--- src/rtl/dmem_arbiter.sv ---
// Serializes the two execute lanes' load/store requests onto one data-memory port.
// Lane 0 issues first when both lanes request together; load results return tagged for write-back.
module dmem_arbiter #(
  parameter int unsigned DW = 32,
  parameter int unsigned AW = 32,
  parameter int unsigned RW = 5
) (
  input  logic          clk,
  input  logic          rst,
  input  logic          flush,
  input  logic          req0,
  input  logic          we0,
  input  logic [AW-1:0] addr0,
  input  logic [DW-1:0] wdata0,
  input  logic [RW-1:0] rd0,
  input  logic          req1,
  input  logic          we1,
  input  logic [AW-1:0] addr1,
  input  logic [DW-1:0] wdata1,
  input  logic [RW-1:0] rd1,
  output logic          stall,
  output logic          mem_en,
  output logic          mem_we,
  output logic [AW-1:0] mem_addr,
  output logic [DW-1:0] mem_wdata,
  input  logic [DW-1:0] mem_rdata,
  output logic          wb_valid,
  output logic          wb_lane,
  output logic [RW-1:0] wb_reg,
  output logic [DW-1:0] wb_data
);

  typedef enum logic [1:0] {
    IDLE    = 2'd0,
    ISSUE_A = 2'd1,
    ISSUE_B = 2'd2
  } state_t;

  typedef struct packed {
    logic          we;
    logic [AW-1:0] addr;
    logic [DW-1:0] wdata;
    logic [RW-1:0] rd;
    logic          lane;
  } slot_t;

  state_t        state;
  state_t        state_nxt;
  slot_t         slot_a;
  slot_t         slot_b;
  slot_t         lane0_slot;
  slot_t         lane1_slot;
  logic          b_valid;
  logic          accept;
  logic          issue_lane;
  logic [RW-1:0] issue_rd;

  assign lane0_slot = '{we: we0, addr: addr0, wdata: wdata0, rd: rd0, lane: 1'b0};
  assign lane1_slot = '{we: we1, addr: addr1, wdata: wdata1, rd: rd1, lane: 1'b1};

  // New work is only taken while the front end is not held and no redirect is pending.
  assign accept = !stall && !flush && (req0 || req1);

  // State register
  always_ff @(posedge clk or posedge rst) begin
    if (rst) begin
      state <= IDLE;
    end else begin
      state <= state_nxt;
    end
  end

  // Next-state logic
  always_comb begin
    state_nxt = state;
    unique case (state)
      IDLE:    state_nxt = accept ? ISSUE_A : IDLE;
      ISSUE_A: begin
        if (b_valid) begin
          state_nxt = ISSUE_B;
        end else begin
          state_nxt = accept ? ISSUE_A : IDLE;
        end
      end
      ISSUE_B: state_nxt = accept ? ISSUE_A : IDLE;
      default: state_nxt = IDLE;
    endcase
    if (flush) begin
      state_nxt = IDLE;
    end
  end

  // Output logic: the memory port is a mux of the slot registers selected by state.
  always_comb begin
    stall      = 1'b0;
    mem_en     = 1'b0;
    mem_we     = 1'b0;
    mem_addr   = '0;
    mem_wdata  = '0;
    issue_rd   = '0;
    issue_lane = 1'b0;
    unique case (state)
      ISSUE_A: begin
        stall      = b_valid;
        mem_en     = 1'b1;
        mem_we     = slot_a.we;
        mem_addr   = slot_a.addr;
        mem_wdata  = slot_a.wdata;
        issue_rd   = slot_a.rd;
        issue_lane = slot_a.lane;
      end
      ISSUE_B: begin
        mem_en     = 1'b1;
        mem_we     = slot_b.we;
        mem_addr   = slot_b.addr;
        mem_wdata  = slot_b.wdata;
        issue_rd   = slot_b.rd;
        issue_lane = slot_b.lane;
      end
      default: begin
      end
    endcase
  end

  // Request capture; B is only ever lane 1 of a paired request and is dropped on flush.
  always_ff @(posedge clk or posedge rst) begin
    if (rst) begin
      slot_a  <= '0;
      slot_b  <= '0;
      b_valid <= 1'b0;
    end else begin
      b_valid <= accept && req0 && req1;
      if (accept) begin
        slot_a <= req0 ? lane0_slot : lane1_slot;
        slot_b <= lane1_slot;
      end
    end
  end

  // Write-back tag for the read issued this cycle; data arrives from memory next cycle.
  always_ff @(posedge clk or posedge rst) begin
    if (rst) begin
      wb_valid <= 1'b0;
      wb_lane  <= 1'b0;
      wb_reg   <= '0;
    end else begin
      wb_valid <= mem_en && !mem_we && (issue_rd != '0);
      if (mem_en && !mem_we) begin
        wb_lane <= issue_lane;
        wb_reg  <= issue_rd;
      end
    end
  end

  assign wb_data = wb_valid ? mem_rdata : '0;

endmodule
--- config.mk ---
export PLATFORM = sky130hd
export DESIGN_NAME = dmem_arbiter
export DESIGN_NICKNAME = d
export VERILOG_FILES = /design/src/rtl/dmem_arbiter.sv
export SDC_FILE = /design/constraint.sdc
export NUM_CORES = 1
export LEC_CHECK = 0
export CAP_MARGIN = 20
export CORE_ASPECT_RATIO = 0.5
export CORE_MARGIN = 2
export CORE_UTILIZATION = 48
export DETAILED_ROUTE_END_ITERATION = 16
export GPL_TIMING_DRIVEN = 0
export PLACE_DENSITY = 0.92
export SLEW_MARGIN = 0
export SYNTH_ARGS = -nofsm -noshare
export SYNTH_HDL_FRONTEND = slang
export SYNTH_SLANG_ARGS = --single-unit
--- constraint.sdc ---
create_clock -name clk -period 10.6 [get_ports clk]
set_clock_uncertainty 0.1 [all_clocks]
set_input_delay 3.18 -clock clk [delete_from_list [all_inputs] [get_ports clk]]
set_output_delay 3.18 -clock clk [all_outputs]
set_load 0.005 [all_outputs]
======== Word level (Yosys, flattened, before mapping) ========
Cells that the tools add are included.
word-level totals
  register bits ........................... 152
  input port bits ......................... 177
  output and inout bits ................... 106
cells by class
  equality and inequality tests ........... 2
  muxes and demuxes ....................... 13
  reductions and logical operators ........ 14
operators by type and width
  operator            number
  $pmux 32 s2         2
  $mux 71             1
  $mux 32             1
  $pmux 5 s2          1
  $logic_and 1x1->1   6
  $reduce_bool 5->1   1
  $mux 2              2
  $pmux 1 s2          2
  $pmux 2 s2          1
  $reduce_or 2->1     2
  $logic_not 1->1     3
  $mux 1              3
  $eq 2x1->1 const B  1
  $eq 2x2->1 const B  1
  $logic_not 2->1     1
  $logic_or 1x1->1    1

======== Logic depth before layout (Yosys ltp) ========
  depth in word-level cells ............... 9
  mapped depth ............................ 7
  gate-level depth less buffers ........... 5

======== Least setup slack after synthesis ========
Ideal clock, no wire load.
  path type ............................... input port to output port
  start ................................... input port mem_rdata[0]
  end ..................................... output port wb_data[0]
  arrival ................................. 3.323 ns
  required time ........................... 7.320 ns
  path slack .............................. 3.997 ns
  cell stages on the path ................. 1
  cells stage by stage .................... and2_1
on the way
  longest elaborated chain between the ends .. 1
RTL lines
  what                RTL line  RTL
  start: declaration  26        input logic [DW-1:0] mem_rdata,
  $mux 32             155       assign wb_data = wb_valid ? mem_rdata : '0;
  end: declaration    30        output logic [DW-1:0] wb_data
Every way passes these cells.

======== Worst setup path in the final report ========
  start ................................... input port mem_rdata[5]
  end ..................................... output port wb_data[5]
Same word-level chain as after synthesis.

==> summary.md <==
| Metric | Value |
|---|---|
| Run status | complete, no violations |
| Post-cts sizing count | 0 |
| Floorplan die area | 16600 um2 |
| Number of primary I/O pins | 283 |
| Number of slew-limit violations in the final report | 0 |
| Leading cell types in the layout, fill and taps excluded | clkdlybuf4s50_1, dfrtp_1, and3_1, a22oi_1 |
| Switching component of the power | 0.000415 W |
| Worst Hold Class | reg2reg |
| Maximum single-stage delay on the critical path | 0.51 ns |
| Post-detailed-placement half-perimeter wirelength | 17500 um |
| Library cell appearing most often on the critical path | clkdlybuf4s50_1 |
| Number of warnings issued by yosys | 0 |
| Static power due to leakage | 4.58 nW |
| Number of hold violations in the final report | 0 |
| Power density of the placed cells | 148 nW/um2 |
| Highest clock frequency the design can meet | 132 MHz |
| Antenna violations before repair | 0 |
| Buffers & Inverters on Critical Path | 2 |
| Fin nets | 1114 |
| TritonCTS Sinks | 152 |
| Slowest library cell on the worst path | clkdlybuf4s50_1 |
| Combinational cell fraction of total power | 16.6% |
| Final setup violation count | 0 |
| Via-to-Cell Ratio | 6.07 |
| Remaining Overflow, GRT | 0 |
| TritonCTS clock tree | yes |
| Via count of the first global-routing pass | 7234 |
| Number of standard cells after synthesis | 632 |
| Crit-path max FO | 1 |
| Total Negative Setup Slacks | 0 ns |
| Worst supply voltage drop on vdd | 0.0972 mV |
| Width of the die | 180 um |
| Fraction of power consumed by the clock network | 40.6% |
| List of cells traversed by the critical path | clkdlybuf4s50_1 -> and2_1 -> clkdlybuf4s50_1 |
| Deepest level of the CTS H-tree | 4 |
| Number of remaining DRC errors | 0 |
| Crit path time final | 7.57 ns |
| Slew at the pin with the worst max-slew slack | 0.715 ns |
| Insertion delay of the later-clocked pin in the worst-skew pair | 0.42 ns |
| Post-CTS Repair Setup Buffers | 0 |
| Number of buffers added by the clock tree synthesis step | 17 |
| Maximum Capacitance Violations | 0 |
| CP Data Required Time | 7.32 ns |
| Cell internal pwr | 0.00125 W |
| Ratio of cells with drive above 1 in the final layout | 13.8% |
| Sequential area share after synthesis | 51.1% |
| Routed WL per cell | 22.1 um |
| Maximum number of buffers from clock root to sink | 2 |
| Cell type group with the largest total delay on the critical path | buffers and inverters |
| Count of hold-fix buffers inserted at cts | 0 |
| Final core occ | 73.2% |
| Synthesized area divided by synthesized cell count | 11.8 um2 |
| Starting utilization of the core area | 48.7% |
| All-layer global routing usage | 30.7% |
| Final estimated routing congestion in global placement | 0.816 |
| Post-detailed-routing wire length | 25500 um |
| Drt initial violations | 647 |
| Root buffer cell | clkbuf_16 |
| Clock transition time at the flip-flop clock pins of the worst setup and hold paths | 0.06 ns |
| First-pass GRT wire length | 39600 um |
| Core area | 15300 um2 |
| Flops & latches, synth | 152 |
| Arrival time at the worst endpoint | 4.29 ns |
| Routed vias | 6982 |
| Slew Limit Headroom | 52.3% |
| Final antenna diode count | 0 |
| Commonest non-fill, non-tap cell in the layout | clkdlybuf4s50_1 |
| First-pass DRT Iterations | 5 |
| Count of input and output buffers | 281 |
| Maximum number of pins on one net before global-route repair | 78 |
| CP Launch Type | input pin |
| Antenna violation net count after detailed routing | 0 |
| CP endpoint kind | output pin |
| Cell area after synthesis | 7450 um2 |
| Number of placement rows | 32 |
| Number of distinct library cells after synthesis | 25 |
| Switching share of power | 25.0% |
| Kind of critical path | in2out |
| Net Count, Synth | 813 |
| Seq pwr share | 42.8% |
| Tcrit/Tclk final | 71.4% |
| Chip height | 92.1 um |
| RSZ-0062 raised after global routing | false |
| Synth-to-Final Area Change | 50.4% |
==> cells by family after synthesis <==
family	after synthesis	synth area share, %
AOI/OAI and AO/OA	160	18.2
adders and majority gates	4	0.672
buffers and inverters	70	4.64
DFF	152	51.1
muxes	70	10.6
and+or+nand+nor	176	14.8
==> worst paths after layout <==
| path | endpoint | startpoint | cells after the start | slack [ns] |
|---|---|---|---|---|
| worst min-delay path | slot_b[0] | slot_b[0] | 1 | 0.39 |
| worst max-delay path | wb_data[5] | mem_rdata[5] | 3 | 3.03 |
| min in group asynchronous | slot_b[15] | rst | 2 | 3.17 |
| worst max register to register | wb_lane | state[0] | 5 | 8.17 |
| max in group asynchronous | slot_b[66] | rst | 3 | 6.43 |
| worst min register to register | slot_b[0] | slot_b[0] | 1 | 0.39 |
==> per-layer routing <==
layer | wire length, um | vias to the layer above | track usage (%)
li1 | - | 3002 | -
met1 | 9680 | 3489 | 36.6
met2 | 12700 | 391 | 52.6
met3 | 1750 | 100 | 6.47
met4 | 1320 | 0 | 17.0
met5 | 0 | - | 0
==> power by group through the flow <==
stage	logic, W	registers (W)	clock network, W
6_report	0.000277	0.000710	0.000674
5_1_grt	0.000296	0.000718	0.000701
4_1_cts	0.000276	0.000708	0.000673
3_5_place_dp	0.000273	0.000715	0
3_3_place_gp	0.000262	0.000710	0
2_1_floorplan	0.000144	0.000702	0
==> cells in the mapped netlist <==
master      n  area, um2
a21o_1      1       7.51
nor2b_1    66        413
nand2b_1    1       6.26
dfrtp_1   152       3800
mux2_2     70        788
and2_1     33        206
buf_1       4       15.0
a21oi_1     7       35.0
a211oi_1    1       7.51
buf_6       8       90.1
a221o_1    70        701
or4_1       2       15.0
a22oi_1    71        533
o21ai_0     2       10.0
a21oi_4     1       16.3
a31oi_1     6       37.5
clkbuf_1   36        135
nand2_1     1       3.75
o21ai_2     1       8.76
buf_2      18       90.1
and3_1     71        444
inv_1       4       15.0
and3b_1     1       8.76
nor4_1      1       6.26
ha_1        4       50.1
==> cell type report <==
| class | count | area [um2] |
|---|---|---|
| buffer | 66 | 330 |
| clock buffer | 18 | 429 |
| clock inverter | 14 | 224 |
| fill | 956 | 4090 |
| inverter | 4 | 20.0 |
| multi-input combinational | 410 | 3300 |
| sequential | 152 | 3800 |
| tap | 204 | 255 |
| timing repair buffer | 282 | 2840 |
==> through the flow <==
| stage | instances | hold slack, ns | instance area (um2) | setup WS, ns | power, W |
|---|---|---|---|---|---|
| final | 1150 | 0.388 | 11200 | 3.03 | 0.00166 |
| after global routing | 1150 | 0.401 | 11200 | 2.99 | 0.00171 |
| after CTS | 1150 | 0.382 | 11200 | 3.02 | 0.00166 |
| after detailed placement | 1118 | 0.353 | 10500 | 3.02 | 0.000988 |
| after global placement | 1117 | 0.354 | 10500 | 1.42 | 0.000971 |
| after floorplan | 632 | 0.336 | 7450 | 3.23 | 0.000846 |
Power figures use the tool's default switching activity.
